**src/rtl/score_keeper.sv**
```systemverilog
// Point-scoring engine for the ping-pong game: turns miss events into player
// scores and sequences the serve pause and ball release.
module score_keeper #(
  parameter int unsigned WIN_SCORE = 11,
  parameter int unsigned PAUSE_MS  = 1000
) (
  input  logic       clk,
  input  logic       reset,
  input  logic       clk_1ms,
  input  logic [1:0] game_state,
  input  logic       p1_miss,
  input  logic       p2_miss,
  input  logic       new_game,
  output logic [3:0] p1_score,
  output logic [3:0] p2_score,
  output logic       serve_player,
  output logic       ball_release,
  output logic       serve_wait
);

  typedef enum logic [2:0] {
    IDLE,
    SERVE_WAIT,
    PLAY,
    POINT,
    OVER
  } state_t;

  state_t      state, state_next;
  logic        ms_sync1, ms_sync2, ms_prev;
  logic        p1_prev, p2_prev, ng_prev;
  logic [15:0] pause_cnt, cnt_next;
  logic        winner, winner_next;  // 1: player 2 won the point
  logic        release_req, release_next;
  logic        tick, p1_ev, p2_ev, ng_ev;
  logic [3:0]  pt_score, pt_new;
  logic        pt_reached;

  assign tick  = ms_sync2 & ~ms_prev;
  assign p1_ev = p1_miss & ~p1_prev;
  assign p2_ev = p2_miss & ~p2_prev;
  assign ng_ev = new_game & ~ng_prev;

  assign pt_score   = winner ? p2_score : p1_score;
  assign pt_new     = (pt_score < 4'(WIN_SCORE)) ? pt_score + 4'd1 : pt_score;
  assign pt_reached = (pt_new == 4'(WIN_SCORE));

  assign serve_wait = (state == SERVE_WAIT);

  always_comb begin
    state_next   = state;
    cnt_next     = pause_cnt;
    winner_next  = winner;
    release_req  = 1'b0;
    release_next = 1'b0;
    case (state)
      IDLE: begin
        if (game_state == 2'b01) state_next = SERVE_WAIT;
      end
      SERVE_WAIT: begin
        if (tick) begin
          if (pause_cnt == 16'(PAUSE_MS - 1)) begin
            release_req = 1'b1;
            state_next  = PLAY;
          end else begin
            cnt_next = pause_cnt + 16'd1;
          end
        end
      end
      PLAY: begin
        if (p1_ev && p2_ev) begin
          state_next = SERVE_WAIT;
        end else if (p1_ev) begin
          winner_next = 1'b1;
          state_next  = POINT;
        end else if (p2_ev) begin
          winner_next = 1'b0;
          state_next  = POINT;
        end
      end
      POINT: begin
        state_next = pt_reached ? OVER : SERVE_WAIT;
      end
      OVER: begin
        if (ng_ev) state_next = SERVE_WAIT;
      end
      default: state_next = IDLE;
    endcase

    if (game_state == 2'b00) state_next = IDLE;
    else if (game_state[1] && state != POINT) state_next = OVER;

    // The counter only lives inside SERVE_WAIT, so every entry starts a fresh
    // pause; a release cancelled by a game_state override never pulses.
    if (state_next != SERVE_WAIT) cnt_next = '0;
    release_next = release_req && (state_next == PLAY);
  end

  always_ff @(posedge clk) begin
    if (!reset) begin
      state        <= IDLE;
      ms_sync1     <= 1'b0;
      ms_sync2     <= 1'b0;
      ms_prev      <= 1'b0;
      p1_prev      <= 1'b0;
      p2_prev      <= 1'b0;
      ng_prev      <= 1'b0;
      pause_cnt    <= '0;
      winner       <= 1'b0;
      p1_score     <= '0;
      p2_score     <= '0;
      serve_player <= 1'b0;
      ball_release <= 1'b0;
    end else begin
      state        <= state_next;
      ms_sync1     <= clk_1ms;
      ms_sync2     <= ms_sync1;
      ms_prev      <= ms_sync2;
      p1_prev      <= p1_miss;
      p2_prev      <= p2_miss;
      ng_prev      <= new_game;
      pause_cnt    <= cnt_next;
      winner       <= winner_next;
      ball_release <= release_next;
      if (state == POINT) begin
        if (winner) p2_score <= pt_new;
        else        p1_score <= pt_new;
        serve_player <= ~winner;
      end else if (state == OVER && ng_ev) begin
        p1_score     <= '0;
        p2_score     <= '0;
        serve_player <= 1'b0;
      end
    end
  end

endmodule

```
**config.mk**
```make
export PLATFORM = sky130hd
export DESIGN_NAME = score_keeper
export DESIGN_NICKNAME = d
export VERILOG_FILES = /design/src/rtl/score_keeper.sv
export SDC_FILE = /design/constraint.sdc
export NUM_CORES = 1
export LEC_CHECK = 0
export BUFFER_PORTS_ARGS = -buffer_cell sky130_fd_sc_hd__buf_2
export CAP_MARGIN = 20
export CORE_ASPECT_RATIO = 1.1
export CORE_MARGIN = 1.5
export CORE_UTILIZATION = 25
export DETAILED_ROUTE_END_ITERATION = 6
export MAX_ROUTING_LAYER = met4
export PLACE_DENSITY = 0.44
export SLEW_MARGIN = 20
export SYNTH_ARGS = -nofsm -noshare
export SYNTH_HDL_FRONTEND = slang
export SYNTH_SLANG_ARGS = --single-unit
```
**constraint.sdc**
```tcl
create_clock -name clk -period 3.9 [get_ports clk]
set_input_delay 0.195 -clock clk [delete_from_list [all_inputs] [get_ports clk]]
set_output_delay 0.195 -clock clk [all_outputs]
set_load 0.02 [all_outputs]
```
==> Yosys cells after proc, flatten, opt, wreduce, memory -nomap -nowiden <==
Index checks and enable logic that the tools add are counted.
{ "totals": {"in_bits": 8, "output_inout_bits": 11, "word_cells": 78, "reg_bits": 36} }
{ "classes": {"mux": 25, "addsub": 2, "reduce_logical": 13, "order_cmp": 1, "bitwise_logic": 12, "n_eq_ne": 12} }
{ "op_table": {"columns": ["operator", "n"], "rows": [
  ["2-to-1 mux 3 bit", 10],
  ["2-to-1 mux 4 bit", 7],
  ["adder 16 x 1 -> 16 bit, second input constant", 1],
  ["equality test 16 x 10 -> 1 bit, second input constant", 1],
  ["one-hot mux 3 bit (5 select lines)", 1],
  ["equality test 3 x 2 -> 1 bit, second input constant", 3],
  ["inverter 1 bit", 8],
  ["2-to-1 mux 1 bit", 7],
  ["AND reduction 3 bit", 2],
  ["adder 4 x 1 -> 4 bit, second input constant", 1],
  ["AND 1 bit", 4],
  ["equality test 4 bit, second input constant", 1],
  ["logical AND 1 bit", 4],
  ["less-than comparator 4 bit, second input constant", 1],
  ["!= test 2 bit, second input constant", 2],
  ["AND reduction 2 bit", 2],
  ["nonzero test 2 bit", 2],
  ["equality test 3 x 1 -> 1 bit, second input constant", 1],
  ["equality test 3 bit, second input constant", 1],
  ["zero test 3 bit", 1],
  ["!= test 3 x 1 -> 1 bit, second input constant", 1],
  ["!= test 3 x 2 -> 1 bit, second input constant", 1],
  ["equality test 2 x 1 -> 1 bit, second input constant", 1],
  ["zero test 2 bit", 1],
  ["OR reduction 2 bit", 1]
]} }

==> Logic depth before layout (Yosys ltp) <==
{ "logic_depth": {"word_depth": 10, "depth_mapped": 9, "depth_no_buf": 7} }

==> Worst setup path before layout <==
No wires, ideal clock.
{ "synth_path": {"kind": "reg2reg", "start": "register winner", "end": "register pause_cnt[13]", "arrival_time_ns": 2.626, "required_time_ns": 3.785, "setup_time_ns": 0.115, "stages_incl_launch_ff": 10, "slack_ns": 1.160, "path_cell_list": "dfxtp_1 > clkbuf_1 > mux2_2 > ha_1 > or3b_2 > a211oi_1 > a211oi_1 > o31ai_4 > buf_6 > nor2_1"} }
{ "synth_via": {"elab_chain_len": 10} }
{ "synth_lines": {"columns": ["item", "line_no", "text"], "rows": [
  ["start: declaration", "33", "logic winner, winner_next;"],
  ["start signal: assignment", "123", "winner <= winner_next;"],
  ["2-to-1 mux 4 bit (*)", "44", "assign pt_score = winner ? p2_score : p1_score;"],
  ["adder 4 x 1 -> 4 bit / less-than comparator 4 bit (equally long branches)", "45", "assign pt_new = (pt_score < 4'(WIN_SCORE)) ? pt_score + 4'd1 : pt_score;"],
  ["2-to-1 mux 4 bit (*)", "45", null],
  ["equality test 4 bit (*)", "46", "assign pt_reached = (pt_new == 4'(WIN_SCORE));"],
  ["2-to-1 mux 3 bit (*)", "82", "state_next = pt_reached ? OVER : SERVE_WAIT;"],
  ["one-hot mux 3 bit (5 select lines) (*)", "56", "case (state)"],
  ["2-to-1 mux 3 bit (*)", "91", "else if (game_state[1] && state != POINT) state_next = OVER;"],
  ["2-to-1 mux 3 bit (*)", "90", "if (game_state == 2'b00) state_next = IDLE;"],
  ["!= test 3 x 1 -> 1 bit (*)", "95", "if (state_next != SERVE_WAIT) cnt_next = '0;"],
  ["OR reduction 2 bit (no source line) (*)", null, null],
  ["end signal: assignment", "122", "pause_cnt <= cnt_next;"],
  ["end: declaration", "32", "logic [15:0] pause_cnt, cnt_next;"]
]} }
Mark *: on every way between the ends. The rest lies on a longest branch, timed or not.
A chain may end at the register's enable or synchronous reset.

==> Final worst setup path <==
{ "layout_path": {"start": "register winner", "end": "register pause_cnt[6]"} }
Same word-level chain as after synthesis.

==> flow_metrics.tcl <==
set metrics [dict create \
    core_area_um2 7010 \
    r2r_slack_ns 0.87 \
    synth-compound-area-share_pct 10.4 \
    endpoint_kind "register" \
    max_freq_mhz 330 \
    clock_skew_ns 0.00749 \
    holdPathEnd "ms_sync1" \
    syn_inst 200 \
    worst_ep_arrival_time_ns 3.18 \
    start_kind "register" \
    track_usage_pct 10.8 \
    clk_latency_ns 0.28 \
    p_per_area_nw_per_um2 330 \
    drt-total-wl_mm 3.88 \
    nFillCells 741 \
    dpl_cell_area_um2 1980 \
    power_switching_mw 0.157 \
    cts_buffers 5 \
    hold_class "in -> reg" \
    hpwlAfterDp_mm 2.74 \
    hold_violations 0 \
    nets 231 \
    reg2reg_from "winner" \
    synthArstFlopShare_pct 0 \
    ios 19 \
    drive_above_1_share_pct 15.8 \
    chipHeight_um 92.1 \
    synthMuxAreaShare_pct 5.27 \
    die_w_um 84.0 \
    cts.sinks 36 \
    routed_via_density 4.77 \
    hold-path-cell-count 2 \
    drt_iter0_drc 56 \
    fin_crit_sh_pct 77.6 \
    period_minus_slack_ns 3.03 \
    post_cts_resized 0 \
    seq_area_frac_synth_pct 39.9 \
    ff2ff_path_depth 7 \
    cp.required_ns 4.05 \
    synthTopCellsByArea "dfxtp_1 40%, xnor2_1 5.8%, nor2_1 4.6%" \
    p_comb_share_pct 4.2 \
    synth_seq_cells 36 \
    die_area_um2 7740 \
    swShare_pct 23.1 \
    synthXorXnorAreaFrac_pct 7.76 \
    top_usage_layer "met2" \
    port_buffers 18 \
    path_max_fanout 16 \
    diodes 0 \
    routedWlPerCell_um 12.7 \
    start_util_pct 25.8 \
    power.internal_mw 0.524 \
    layout_commonest_cell "dfxtp_1" \
    hp-start "clk_1ms" \
    netlist.area_leader.share_pct 39.9 \
    rows 32 \
    grt_pass1_wl_mm 6.61 \
    worst_slew_pin_slew_ns 0.865 \
    finalSetupViolations 0 \
    synth_flop_cell "dfxtp_1" \
    cts_root_buffer "clkbuf_8" \
    synth_area_um2 1810 \
    final_cell_mix "36 x dfxtp_1, 22 x nor2_1, 18 x buf_2" \
    dr.pass1.iters 4 \
    synth_top_family_by_area "simple AND/OR/NAND/NOR gates" \
    gp_congestion 0.728 \
    synth_nets 211 \
    synth-simple-area-share_pct 32.5 \
    synth_edf_count 0 \
    ir_worst_vdd_v 0.000121 \
    gr-usage-met1_pct 13.7 \
    r2r_end "pause_cnt[6]" \
    h-tree-depth 2 \
    fin_setup_tns_ns 0 \
    relSlewSlack_pct 42.2 \
    path_clk_slew_ns 0.08 \
    drc 0 \
    grt_setup_unrepaired "no" \
    grt_pass1_vias 1399 \
    cts_setup_buffers 0 \
    synthAdderAreaFrac_pct 2.08 \
    slew_viol_final 0 \
    cap_violations 0 \
    fin_area_um2 2070 \
    grt_antenna_before_repair 0 \
    pwr-share-seq_pct 54.9 \
    grt.overflow.total 0 \
    status "finished, final reports clean" \
    grt_max_degree 22 \
    critPathKind "reg -> reg" \
    postCtsHoldBufs 0 \
    power.share.clock_pct 41.0 \
    grt_use_met3_pct 2.43 \
    cts_buffer_depth 2 \
    area_delta_synth_final_pct 14.6 \
    grt_use_met2_pct 16.6 \
    via_count 1461 \
    p_leak_nw 0.734 \
    cts_tree "yes" \
    synth_area_per_cell_um2 9.03 \
    synth_cell_type_count 46 \
    yosys_warnings 0 \
    yosys.area.top_type "dfxtp_1" \
    ant_nets 0 \
]
worst max-delay path, cell delays in order (launching register included):
cell      delay, ns
dfxtp_1        0.59
mux2_2         0.41
ha_1           0.31
or3b_2         0.45
a211oi_1       0.29
a211oi_1       0.14
o31ai_4        0.60
nor2_1         0.11
logic make-up (layout without fill, tap and decap cells):
group / after synthesis / after routing
buf+inv: 8 / 29
xor+xnor: 16 / 16
simple gates: 103 / 103
compound gates: 25 / 25
fa+ha+maj: 3 / 3
flops: 36 / 36
mux: 9 / 9
worst max path at each step:
| stage | from | to | slack [ns] | cells after the start |
|---|---|---|---|---|
| 3_5_place_dp | winner | pause_cnt[6] | 0.84 | 7 |
| 3_3_place_gp | winner | pause_cnt[0] | 0.89 | 7 |
| 2_1_floorplan | winner | pause_cnt[13] | 1.16 | 9 |
| 6_report | winner | pause_cnt[6] | 0.87 | 7 |
| 5_1_grt | winner | pause_cnt[6] | 0.63 | 7 |
| 4_1_cts | winner | pause_cnt[6] | 0.84 | 7 |
power groups by stage:
stage,registers (mW),logic [mW],clock network [mW]
after floorplan,0.381,0.0208,0
after global placement,0.383,0.0291,0
after detailed placement,0.383,0.0289,0
after CTS,0.374,0.0290,0.295
after global routing,0.375,0.0319,0.309
final,0.374,0.0283,0.279
layer usage:
metal / vias up / share of wire [%]
met5: - / 0
met1: 679 / 50
met3: 2 / 3.8
met4: 0 / 0.95
met2: 28 / 45
li1: 752 / -
area by class of cell:
type	count	area, um2	area share (%)
clock inverter	2	10.0	0.484
multi-input combinational	156	1050	50.6
clock buffer	6	82.6	3.99
inverter	3	11.3	0.544
sequential	36	721	34.8
tap	85	106	5.14
timing repair buffer	18	90.1	4.36
metrics by stage:
step	hold slack, ns	util (%)	power, mW	setup slack (ns)	instances
5_1_grt	0.123	29.5	0.715	0.627	306
4_1_cts	0.110	29.5	0.698	0.838	306
2_1_floorplan	0.317	-	0.402	1.16	200
3_3_place_gp	0.409	28.2	0.412	0.892	298
6_report	0.121	29.5	0.682	0.872	306
3_5_place_dp	0.407	28.2	0.411	0.845	298
registers in the layout (all words and copies together), names as in the netlist:
| name | cells |
|---|---|
| pause_cnt | 16 |
| p1_score | 4 |
| p2_score | 4 |
| state | 3 |
| ball_release | 1 |
| ms_prev | 1 |
| ms_sync1 | 1 |
| ms_sync2 | 1 |
| ng_prev | 1 |
| p1_prev | 1 |
| p2_prev | 1 |
| serve_player | 1 |
| winner | 1 |
synth_stat cells (2+ instances only):
cell	number
ha_1	3
nand3b_1	3
nand4_1	3
a31oi_1	2
and4b_1	2
and3b_1	2
a211oi_1	2
a21oi_1	3
dfxtp_1	36
xor2_1	4
mux2i_1	5
clkbuf_1	4
and2_1	6
nand2_1	14
mux2_2	4
nor2_1	22
nor3_1	5
nand3_1	13
a21boi_0	4
nand2b_1	4
nor2b_1	8
nand4b_1	2
nor3b_1	4
inv_1	3
o21ai_0	3
and3_1	3
nor4_1	4
xnor2_1	12
o31ai_1	2
a22oi_1	2
(Power assumes the default switching activity.)
